## config.mk

```make
export PLATFORM = sky130hd
export DESIGN_NAME = seq_signed_mult
export DESIGN_NICKNAME = d
export VERILOG_FILES = /design/src/rtl/seq_signed_mult_pkg.sv /design/src/rtl/mult_shift_add_core.sv /design/src/rtl/seq_signed_mult.sv
export SDC_FILE = /design/constraint.sdc
export NUM_CORES = 1
export LEC_CHECK = 0
export ABC_AREA = 1
export CAP_MARGIN = 0
export CORE_ASPECT_RATIO = 0.7
export CORE_UTILIZATION = 30
export CTS_CLUSTER_DIAMETER = 100
export DETAILED_ROUTE_END_ITERATION = 7
export PLACE_DENSITY = 0.55
export SETUP_SLACK_MARGIN = 0.05
export SLEW_MARGIN = 40
export SYNTH_ARGS = -nofsm -noshare
export SYNTH_HDL_FRONTEND = slang
export SYNTH_SLANG_ARGS = --single-unit
```

## constraint.sdc

```tcl
create_clock -name clock -period 24 [get_ports clock]
set_input_delay 7.2 -clock clock [delete_from_list [all_inputs] [get_ports clock]]
set_output_delay 7.2 -clock clock [all_outputs]
set_load 0.1 [all_outputs]
```

## src/rtl/seq_signed_mult_pkg.sv

```systemverilog
// Shared types and helpers for the sequential signed multiplier.
package seq_signed_mult_pkg;

  localparam int unsigned WIDTH  = 32;
  localparam int unsigned PROD_W = 2 * WIDTH;

  typedef enum logic [1:0] {IDLE, BUSY, DONE} state_e;

  // 0x80000000 maps to itself, read back as the unsigned magnitude 2^31.
  function automatic logic [WIDTH-1:0] abs32(input logic [WIDTH-1:0] x);
    return x[WIDTH-1] ? (~x + 1'b1) : x;
  endfunction

  function automatic logic [PROD_W-1:0] neg64(input logic [PROD_W-1:0] x);
    return ~x + 1'b1;
  endfunction

endpackage

```

## src/rtl/mult_shift_add_core.sv

```systemverilog
// Radix-2 shift-add datapath over unsigned operand magnitudes.
module mult_shift_add_core #(
  parameter int unsigned WIDTH            = 32,
  parameter int unsigned VARIABLE_LATENCY = 0
) (
  input  logic                 clk_i,
  input  logic                 rst_i,
  input  logic                 load_i,
  input  logic                 step_i,
  input  logic [WIDTH-1:0]     mlier_mag_i,
  input  logic [WIDTH-1:0]     mcand_mag_i,
  output logic [2*WIDTH-1:0]   acc_next_o,
  output logic                 last_o
);

  localparam int unsigned CntW = $clog2(WIDTH);
  localparam logic [CntW-1:0] LastCnt = CntW'(WIDTH - 1);

  logic [WIDTH-1:0]   mlier_q, mlier_d;
  logic [2*WIDTH-1:0] mcand_q, mcand_d;
  logic [2*WIDTH-1:0] acc_q, acc_d;
  logic [CntW-1:0]    cnt_q, cnt_d;

  always_comb begin
    acc_next_o = mlier_q[0] ? (acc_q + mcand_q) : acc_q;
    // Early exit once this iteration consumes the last set multiplier bit.
    last_o = (cnt_q == LastCnt) ||
             ((VARIABLE_LATENCY != 0) && (mlier_q[WIDTH-1:1] == '0));
  end

  always_comb begin
    mlier_d = mlier_q;
    mcand_d = mcand_q;
    acc_d   = acc_q;
    cnt_d   = cnt_q;
    if (load_i) begin
      mlier_d = mlier_mag_i;
      mcand_d = {{WIDTH{1'b0}}, mcand_mag_i};
      acc_d   = '0;
      cnt_d   = '0;
    end else if (step_i) begin
      mlier_d = mlier_q >> 1;
      mcand_d = mcand_q << 1;
      acc_d   = acc_next_o;
      cnt_d   = cnt_q + 1'b1;
    end
  end

  always_ff @(posedge clk_i or posedge rst_i) begin
    if (rst_i) begin
      mlier_q <= '0;
      mcand_q <= '0;
      acc_q   <= '0;
      cnt_q   <= '0;
    end else begin
      mlier_q <= mlier_d;
      mcand_q <= mcand_d;
      acc_q   <= acc_d;
      cnt_q   <= cnt_d;
    end
  end

endmodule

```

## src/rtl/seq_signed_mult.sv

```systemverilog
// Sequential signed multiplier: start edge detect, sign fix-up, control FSM.
module seq_signed_mult #(
  parameter int unsigned WIDTH            = 32,
  parameter int unsigned VARIABLE_LATENCY = 0
) (
  input  logic                 clock,
  input  logic                 reset,
  input  logic [WIDTH-1:0]     mlier,
  input  logic [WIDTH-1:0]     mcand,
  output logic [2*WIDTH-1:0]   prodt,
  input  logic                 start,
  output logic                 valid
);
  import seq_signed_mult_pkg::*;

  state_e             state_q, state_d;
  logic               start_prev_q;
  logic               sign_q, sign_d;
  logic [2*WIDTH-1:0] prodt_q, prodt_d;
  logic               valid_q, valid_d;

  logic               capture;
  logic               busy;
  logic [2*WIDTH-1:0] acc_next;
  logic               last;

  assign capture = start && !start_prev_q && (state_q == IDLE);
  assign busy    = (state_q == BUSY);

  mult_shift_add_core #(
    .WIDTH           (WIDTH),
    .VARIABLE_LATENCY(VARIABLE_LATENCY)
  ) u_core (
    .clk_i      (clock),
    .rst_i      (reset),
    .load_i     (capture),
    .step_i     (busy),
    .mlier_mag_i(abs32(mlier)),
    .mcand_mag_i(abs32(mcand)),
    .acc_next_o (acc_next),
    .last_o     (last)
  );

  always_comb begin
    state_d = state_q;
    sign_d  = sign_q;
    prodt_d = prodt_q;
    valid_d = 1'b0;
    unique case (state_q)
      IDLE: begin
        if (capture) begin
          sign_d  = mlier[WIDTH-1] ^ mcand[WIDTH-1];
          state_d = BUSY;
        end
      end
      BUSY: begin
        if (last) begin
          // A zero magnitude stays zero regardless of the operand signs.
          prodt_d = (sign_q && (acc_next != '0)) ? neg64(acc_next) : acc_next;
          valid_d = 1'b1;
          state_d = DONE;
        end
      end
      DONE:    state_d = IDLE;
      default: state_d = IDLE;
    endcase
  end

  always_ff @(posedge clock or posedge reset) begin
    if (reset) begin
      state_q      <= IDLE;
      start_prev_q <= 1'b0;
      sign_q       <= 1'b0;
      prodt_q      <= '0;
      valid_q      <= 1'b0;
    end else begin
      state_q      <= state_d;
      start_prev_q <= start;
      sign_q       <= sign_d;
      prodt_q      <= prodt_d;
      valid_q      <= valid_d;
    end
  end

  assign prodt = prodt_q;
  assign valid = valid_q;

endmodule

```

==> impl_metrics.xml, run 1 <==
<?xml version="1.0" encoding="UTF-8"?>
<metrics>
  <group name="outcome">
    <metric name="run_status" unit="">complete, no violations</metric>
  </group>
  <group name="die">
    <metric name="die-area" unit="mm²">0.0709</metric>
    <metric name="initial_utilization" unit="%">30.6</metric>
    <metric name="core.rowCount" unit="">80</metric>
    <metric name="num_io_pins" unit="">132</metric>
    <metric name="fp.dieW" unit="µm">318</metric>
    <metric name="core_area" unit="mm²">0.0686</metric>
    <metric name="die_h" unit="µm">223</metric>
  </group>
  <group name="critical_path">
    <metric name="timing.critical_path.arrival" unit="ns">10.33</metric>
    <metric name="worstRegToRegCells" unit="">22</metric>
    <metric name="crit_chain" unit="">clkdlybuf4s50_1 &gt; inv_1 &gt; ha_1 &gt; inv_1 &gt; nor3_1 &gt; nand3_1 &gt; nor3_1 &gt; nand3_1 &gt; nor3_1 &gt; nand3_1 &gt; nor2_1 &gt; inv_1 &gt; nor3_1 &gt; nand3_1 &gt; nand2_1 &gt; nand2_1 &gt; nand3_1 &gt; o211ai_1</metric>
    <metric name="critical_path.reg2reg.endpoint" unit="">prodt[23]</metric>
    <metric name="setup.reg_to_reg.worst_slack" unit="ns">18.38</metric>
    <metric name="critical_path_class" unit="">primary input to flop</metric>
    <metric name="critPathSlowestCell" unit="">sky130_fd_sc_hd__clkdlybuf4s50_1</metric>
    <metric name="worst-endpoint-required" unit="ns">24.44</metric>
    <metric name="highest_net_fanout_along_the_worst_path" unit="">5</metric>
    <metric name="critical_path.reg2reg.startpoint" unit="">u_core.mlier_q[0]</metric>
    <metric name="critPathMaxStageDelay" unit="ns">0.42</metric>
    <metric name="critPathCaptureType" unit="">flop</metric>
    <metric name="cpMostUsedCell" unit="">sky130_fd_sc_hd__nand3_1</metric>
    <metric name="worstSetupStartpointType" unit="">primary input</metric>
  </group>
  <group name="yosys">
    <metric name="netlist-cell-type-count" unit="">50</metric>
    <metric name="synthesis.nets" unit="">3717</metric>
    <metric name="yosysTopAreaCell" unit="">sky130_fd_sc_hd__dfrtp_1</metric>
    <metric name="synth.yosys.seq_area_share" unit="%">27.9</metric>
    <metric name="postSynthCellCount" unit="">3581</metric>
    <metric name="synth_area_leaders" unit="">sky130_fd_sc_hd__dfrtp_1 (28%), sky130_fd_sc_hd__nand2_1 (27%), sky130_fd_sc_hd__inv_1 (10%), sky130_fd_sc_hd__nand3_1 (6.9%), sky130_fd_sc_hd__nor2_1 (4.5%)</metric>
    <metric name="mean_area_per_synthesized_cell" unit="µm²">5.85</metric>
    <metric name="ys_ff_latch" unit="">234</metric>
    <metric name="postSynth.asyncResetShare" unit="%">100</metric>
    <metric name="synthDominantCellAreaShare" unit="%">27.9</metric>
    <metric name="synth_area" unit="mm²">0.0210</metric>
    <metric name="synthFlopType" unit="">sky130_fd_sc_hd__dfrtp_1</metric>
    <metric name="number_of_synthesized_flops_with_an_enable_pin" unit="">0</metric>
    <metric name="synth-warning-count" unit="">0</metric>
  </group>
  <group name="clock_tree">
    <metric name="cts_max_path_buffers" unit="">3</metric>
    <metric name="clkTransAtPathRegs" unit="ns">0.06</metric>
    <metric name="cts.repair_timing.setup_buffer_count" unit="">0</metric>
    <metric name="cts-root-buf" unit="">sky130_fd_sc_hd__clkbuf_16</metric>
    <metric name="tritoncts_clock_tree" unit="">built</metric>
    <metric name="cts-buffers-inserted" unit="">30</metric>
    <metric name="clock_sinks" unit="">234</metric>
    <metric name="clock_latency" unit="ns">0.62</metric>
    <metric name="resized_gates_after_cts" unit="">0</metric>
    <metric name="post_cts_hold_buffer_count" unit="">0</metric>
    <metric name="cts-htree-levels" unit="">1</metric>
  </group>
  <group name="worst_hold_path">
    <metric name="worst_hold_path.endpoint" unit="">prodt[56]</metric>
    <metric name="min_from" unit="">prodt[56]</metric>
    <metric name="holdCritPathClass" unit="">flop to flop</metric>
    <metric name="worst_hold_path.num_cells" unit="">2</metric>
  </group>
  <group name="detailed_routing">
    <metric name="drt-wirelength-per-cell" unit="µm">17.1</metric>
    <metric name="remaining_drcs" unit="">0</metric>
    <metric name="drt_first_pass_iters" unit="">6</metric>
    <metric name="detailedRoute.firstIterationViolations" unit="">2357</metric>
    <metric name="wl" unit="µm">78300</metric>
    <metric name="ant_nets" unit="">0</metric>
    <metric name="num_vias" unit="">22400</metric>
    <metric name="vias_per_cell" unit="">4.90</metric>
  </group>
  <group name="sta">
    <metric name="slew_headroom" unit="%">47.8</metric>
    <metric name="hold_ws" unit="ns">0.474</metric>
    <metric name="finalSetupViolCount" unit="">0</metric>
    <metric name="timing_worst_slew_pin_value" unit="ns">0.782</metric>
    <metric name="fin_skew" unit="ns">0.0493</metric>
    <metric name="grt_setup_unrepaired" unit="">false</metric>
    <metric name="setup-tns-final" unit="ns">0</metric>
    <metric name="slew_violations" unit="">0</metric>
    <metric name="number_of_endpoints_with_negative_hold_slack_in_the_final_report" unit="">0</metric>
    <metric name="max_clock_freq" unit="GHz">0.101</metric>
    <metric name="finalCriticalPeriod" unit="ns">9.89</metric>
    <metric name="layout_worst_path_cycle_share" unit="%">41.2</metric>
  </group>
  <group name="layout">
    <metric name="most-common-layout-cells" unit="">sky130_fd_sc_hd__nand2_1 (1486), sky130_fd_sc_hd__inv_1 (569), sky130_fd_sc_hd__nand3_1 (289), sky130_fd_sc_hd__nor2_1 (247), sky130_fd_sc_hd__dfrtp_1 (233)</metric>
    <metric name="area_growth_from_synthesis_to_layout" unit="%">13.4</metric>
    <metric name="net_count_reported_at_finish" unit="">3788</metric>
    <metric name="fillCellCount" unit="">7592</metric>
    <metric name="fraction_of_final_layout_cells_sized_beyond_drive_strength_1" unit="%">6.10</metric>
    <metric name="most_common_cell_after_layout_fill_and_taps_aside" unit="">sky130_fd_sc_hd__nand2_1</metric>
    <metric name="post_layout_nonfiller_instances" unit="">4576</metric>
    <metric name="n_antenna_cell" unit="">0</metric>
    <metric name="multi_input_comb_area" unit="mm²">0.0124</metric>
    <metric name="register_area" unit="mm²">0.00586</metric>
  </group>
  <group name="placed_design">
    <metric name="place_congestion" unit="">0.973</metric>
    <metric name="io_buffer_count" unit="">131</metric>
    <metric name="place_inst" unit="">4522</metric>
    <metric name="placed_wire_length_estimate_after_detailed_placement" unit="µm">61900</metric>
  </group>
  <group name="run">
    <metric name="timing.max_cap.violations" unit="">0</metric>
  </group>
  <group name="grt">
    <metric name="overflow" unit="">0</metric>
    <metric name="grt_antenna_before_repair" unit="">0</metric>
    <metric name="track_usage" unit="%">21.8</metric>
    <metric name="grt_max_degree" unit="">113</metric>
    <metric name="grt_pass1_wl" unit="µm">120000</metric>
    <metric name="number_of_global_route_vias_before_repair" unit="">20300</metric>
  </group>
</metrics>
-- kinds of logic (layout without fill, tap and decap cells) --
kind of cell,Yosys count,in the layout,share of synthesized area (%)
and+or+nand+nor,2196,2196,43.4
buffers and inverters,696,789,12.8
AOI/OAI and AO/OA,332,332,9.48
DFF,234,234,27.9
adders and majority gates,69,69,4.16
xor gates and xnor gates,54,54,2.26
-- worst max-delay path, delay by kind of cell --
kind / cells / cell delay [ns]
AO/OA/AOI/OAI: 1 / 0.09
adder cells (fa/ha/maj): 1 / 0.17
buffers and inverters: 4 / 0.69
AND/OR/NAND/NOR: 12 / 2.16
-- state kept, by name (all words and copies together), names as in the netlist --
signal          count
prodt              64
start_prev_q        1
u_core.acc_q       64
u_core.cnt_q        5
sign_q              1
valid               1
state_q             2
u_core.mlier_q     32
u_core.mcand_q     64
-- Yosys cell counts (4+ instances only) --
library cell,number
sky130_fd_sc_hd__nor4_1,5
sky130_fd_sc_hd__a22oi_1,7
sky130_fd_sc_hd__nand3_2,7
sky130_fd_sc_hd__ha_1,68
sky130_fd_sc_hd__nand3_1,289
sky130_fd_sc_hd__dfrtp_1,234
sky130_fd_sc_hd__inv_2,17
sky130_fd_sc_hd__inv_1,572
sky130_fd_sc_hd__buf_2,20
sky130_fd_sc_hd__nand2_2,16
sky130_fd_sc_hd__clkbuf_1,61
sky130_fd_sc_hd__nor3_1,29
sky130_fd_sc_hd__o211ai_1,11
sky130_fd_sc_hd__nor2_2,30
sky130_fd_sc_hd__or2_2,4
sky130_fd_sc_hd__o21ai_1,7
sky130_fd_sc_hd__a21oi_1,73
sky130_fd_sc_hd__nand3b_1,10
sky130_fd_sc_hd__nand4_1,51
sky130_fd_sc_hd__buf_1,18
sky130_fd_sc_hd__nor3_2,5
sky130_fd_sc_hd__o21ai_0,99
sky130_fd_sc_hd__xor2_1,46
sky130_fd_sc_hd__nor2_1,249
sky130_fd_sc_hd__o31ai_1,6
sky130_fd_sc_hd__and3_1,4
sky130_fd_sc_hd__nand2_1,1487
sky130_fd_sc_hd__o22ai_1,83
sky130_fd_sc_hd__o221ai_1,29
sky130_fd_sc_hd__xnor2_1,8
-- layer usage --
layer,wire length (µm),GRT usage [%]
met1,40400,34.4
met5,0,0
met2,29000,28.9
met4,1270,3.60
met3,7590,6.03
-- cell type report --
type                            instances  area share (%)
Clock buffer                           44            3.63
Clock inverter                         10           0.595
Inverter                              590            9.41
Multi-Input combinational cell       2651            52.3
Sequential cell                       234            24.6
Tap cell                              902            4.75
Timing Repair Buffer                  145            4.67
-- through the flow --
step	util [%]	area, µm²	setup WS, ns
2_1_floorplan	-	21000	10.38
3_3_place_gp	33.6	23100	13.60
3_5_place_dp	33.2	22800	13.58
4_1_cts	34.6	23800	14.19
5_1_grt	34.7	23800	13.74
6_report	34.7	23800	14.11
-- how the worst max path moves through the flow --
stage | endpoint | slack, ns | cells past startpoint | startpoint
final | u_core.mcand_q[24] | 14.11 | 18 | mcand[0]
after global routing | u_core.mcand_q[24] | 13.74 | 18 | mcand[0]
after CTS | u_core.mcand_q[24] | 14.19 | 18 | mcand[0]
after detailed placement | u_core.mcand_q[24] | 13.58 | 18 | mcand[0]
after global placement | u_core.mlier_q[30] | 13.60 | 18 | mlier[0]
after floorplan | prodt[0] | 10.38 | 1 | reset
Power of run 1 is left out: the tool's default activity adds up to more than one toggle a clock period on the data nets, which glitch-free logic cannot reach.
==> run 2: changes to the inputs <==
==> constraint.sdc (replaced) <==
create_clock -name clock -period 9.7 [get_ports clock]
set_input_delay 2.91 -clock clock [delete_from_list [all_inputs] [get_ports clock]]
set_output_delay 2.91 -clock clock [all_outputs]
set_load 0.1 [all_outputs]
==> impl_metrics.xml, run 2 (same netlist as run 1, synthesis figures left out) <==
<?xml version="1.0" encoding="UTF-8"?>
<metrics>
  <group name="critical_path">
    <metric name="critical_path_class" unit="">primary input to flop</metric>
    <metric name="timing.critical_path.arrival" unit="ns">6.06</metric>
    <metric name="worst-endpoint-required" unit="ns">10.16</metric>
    <metric name="highest_net_fanout_along_the_worst_path" unit="">5</metric>
    <metric name="worstSetupStartpointType" unit="">primary input</metric>
    <metric name="critPathCaptureType" unit="">flop</metric>
  </group>
  <group name="clock_tree">
    <metric name="clock_sinks" unit="">234</metric>
    <metric name="post_cts_hold_buffer_count" unit="">0</metric>
    <metric name="clock_latency" unit="ns">0.60</metric>
    <metric name="resized_gates_after_cts" unit="">0</metric>
    <metric name="cts_max_path_buffers" unit="">3</metric>
    <metric name="cts-root-buf" unit="">sky130_fd_sc_hd__clkbuf_16</metric>
    <metric name="cts-htree-levels" unit="">1</metric>
    <metric name="cts.repair_timing.setup_buffer_count" unit="">0</metric>
    <metric name="clkTransAtPathRegs" unit="ns">0.06</metric>
    <metric name="tritoncts_clock_tree" unit="">built</metric>
    <metric name="cts-buffers-inserted" unit="">29</metric>
  </group>
  <group name="layout">
    <metric name="most-common-layout-cells" unit="">sky130_fd_sc_hd__nand2_1 (1486), sky130_fd_sc_hd__inv_1 (569), sky130_fd_sc_hd__nand3_1 (289), sky130_fd_sc_hd__nor2_1 (247), sky130_fd_sc_hd__dfrtp_1 (233)</metric>
    <metric name="most_common_cell_after_layout_fill_and_taps_aside" unit="">sky130_fd_sc_hd__nand2_1</metric>
    <metric name="area_growth_from_synthesis_to_layout" unit="%">13.5</metric>
    <metric name="fin_util" unit="%">34.7</metric>
    <metric name="fillCellCount" unit="">7658</metric>
    <metric name="n_antenna_cell" unit="">0</metric>
    <metric name="net_count_reported_at_finish" unit="">3786</metric>
    <metric name="fraction_of_final_layout_cells_sized_beyond_drive_strength_1" unit="%">6.15</metric>
    <metric name="post_layout_nonfiller_instances" unit="">4575</metric>
  </group>
  <group name="detailed_routing">
    <metric name="ant_nets" unit="">0</metric>
    <metric name="remaining_drcs" unit="">0</metric>
    <metric name="vias_per_cell" unit="">4.90</metric>
    <metric name="num_vias" unit="">22400</metric>
    <metric name="detailedRoute.firstIterationViolations" unit="">2492</metric>
    <metric name="drt_first_pass_iters" unit="">6</metric>
    <metric name="wl" unit="µm">78900</metric>
    <metric name="drt-wirelength-per-cell" unit="µm">17.2</metric>
  </group>
  <group name="sta">
    <metric name="timing_worst_slew_pin_value" unit="ns">0.763</metric>
    <metric name="grt_setup_unrepaired" unit="">false</metric>
    <metric name="fin_skew" unit="ns">0.0197</metric>
    <metric name="finalSetupViolCount" unit="">0</metric>
    <metric name="slew_headroom" unit="%">49.2</metric>
    <metric name="layout_worst_path_cycle_share" unit="%">57.7</metric>
    <metric name="setup-tns-final" unit="ns">0</metric>
    <metric name="finalCriticalPeriod" unit="ns">5.60</metric>
    <metric name="slew_violations" unit="">0</metric>
    <metric name="number_of_endpoints_with_negative_hold_slack_in_the_final_report" unit="">0</metric>
    <metric name="max_clock_freq" unit="GHz">0.179</metric>
  </group>
  <group name="die">
    <metric name="core_area" unit="mm²">0.0686</metric>
    <metric name="num_io_pins" unit="">132</metric>
    <metric name="fp.dieW" unit="µm">318</metric>
    <metric name="core.rowCount" unit="">80</metric>
    <metric name="initial_utilization" unit="%">30.6</metric>
    <metric name="die-area" unit="mm²">0.0709</metric>
    <metric name="die_h" unit="µm">223</metric>
  </group>
  <group name="outcome">
    <metric name="run_status" unit="">complete, no violations</metric>
  </group>
  <group name="placed_design">
    <metric name="place_inst" unit="">4521</metric>
    <metric name="place_congestion" unit="">0.972</metric>
    <metric name="placed_wire_length_estimate_after_detailed_placement" unit="µm">62400</metric>
    <metric name="io_buffer_count" unit="">131</metric>
  </group>
  <group name="worst_hold_path">
    <metric name="holdCritPathClass" unit="">flop to flop</metric>
  </group>
  <group name="grt">
    <metric name="grt_antenna_before_repair" unit="">0</metric>
    <metric name="overflow" unit="">0</metric>
    <metric name="grt_max_degree" unit="">114</metric>
    <metric name="grt_pass1_wl" unit="µm">121000</metric>
    <metric name="track_usage" unit="%">21.9</metric>
    <metric name="number_of_global_route_vias_before_repair" unit="">20300</metric>
  </group>
  <group name="run">
    <metric name="timing.max_cap.violations" unit="">0</metric>
  </group>
</metrics>
run 2: changes by cell type in the layout (fill, tap and decap cells not counted), moves of 2 or more:
cell	previous run	this run
sky130_fd_sc_hd__inv_6	3	1
sky130_fd_sc_hd__clkinvlp_4	2	0
sky130_fd_sc_hd__clkinv_2	2	5
sky130_fd_sc_hd__clkbuf_1	8	5
sky130_fd_sc_hd__bufinv_16	2	4
sky130_fd_sc_hd__inv_4	0	2
run 2: area by class of cell:
cell class | instances | area, µm² | share of cell area, %
clock buffer | 41 | 841 | 3.53
sequential | 234 | 5860 | 24.6
inverter | 590 | 2240 | 9.40
timing repair buffer | 144 | 1100 | 4.62
tap | 902 | 1130 | 4.74
clock inverter | 13 | 191 | 0.805
multi-input combinational | 2651 | 12400 | 52.3
run 2: stage by stage:
step	hold slack (ns)	area, µm²	setup WS (ns)
final	0.474	23800	4.10
after floorplan	0.447	21000	0.372
after global routing	0.497	23800	3.60
after global placement	0.465	23100	3.53
after CTS	0.476	23800	4.10
after detailed placement	0.460	22700	3.49
run 2: path summary, 6_finish.rpt:
kind | cells past startpoint | slack (ns) | to | from
setup / recovery | 18 | 4.10 | u_core.mlier_q[30] | mlier[0]
hold / removal | 2 | 0.47 | prodt[5] | prodt[5]
setup reg to reg | 22 | 4.16 | prodt[25] | u_core.mlier_q[0]
hold reg to reg | 2 | 0.47 | prodt[5] | prodt[5]
max in group asynchronous | 3 | 5.90 | u_core.mcand_q[62] | reset
min in group asynchronous | 2 | 2.78 | prodt[50] | reset
run 2: worst max-delay path: stages:
cell and delay, ns:
sky130_fd_sc_hd__clkdlybuf4s50_1 0.40, sky130_fd_sc_hd__inv_1 0.10, sky130_fd_sc_hd__ha_1 0.19, sky130_fd_sc_hd__nand3_1 0.14, sky130_fd_sc_hd__nor3_2 0.21, sky130_fd_sc_hd__nand3_1 0.15
sky130_fd_sc_hd__nor3_1 0.30, sky130_fd_sc_hd__nand2_1 0.15, sky130_fd_sc_hd__nor3_1 0.32, sky130_fd_sc_hd__nand3_1 0.16, sky130_fd_sc_hd__nor2_1 0.26, sky130_fd_sc_hd__nand4_1 0.15
sky130_fd_sc_hd__nand2_1 0.17, sky130_fd_sc_hd__o21ai_0 0.11, sky130_fd_sc_hd__nand2_1 0.08, sky130_fd_sc_hd__nand3_1 0.06, sky130_fd_sc_hd__o211ai_1 0.11, sky130_fd_sc_hd__o21ai_1 0.09
run 2: layer usage:
metal | track usage [%] | part of all wire (%)
met5 | 0 | 0
met2 | 29.0 | 37
met3 | 5.96 | 10
met1 | 34.8 | 52
met4 | 3.27 | 1.5
Power of run 2 is left out for the same reason.
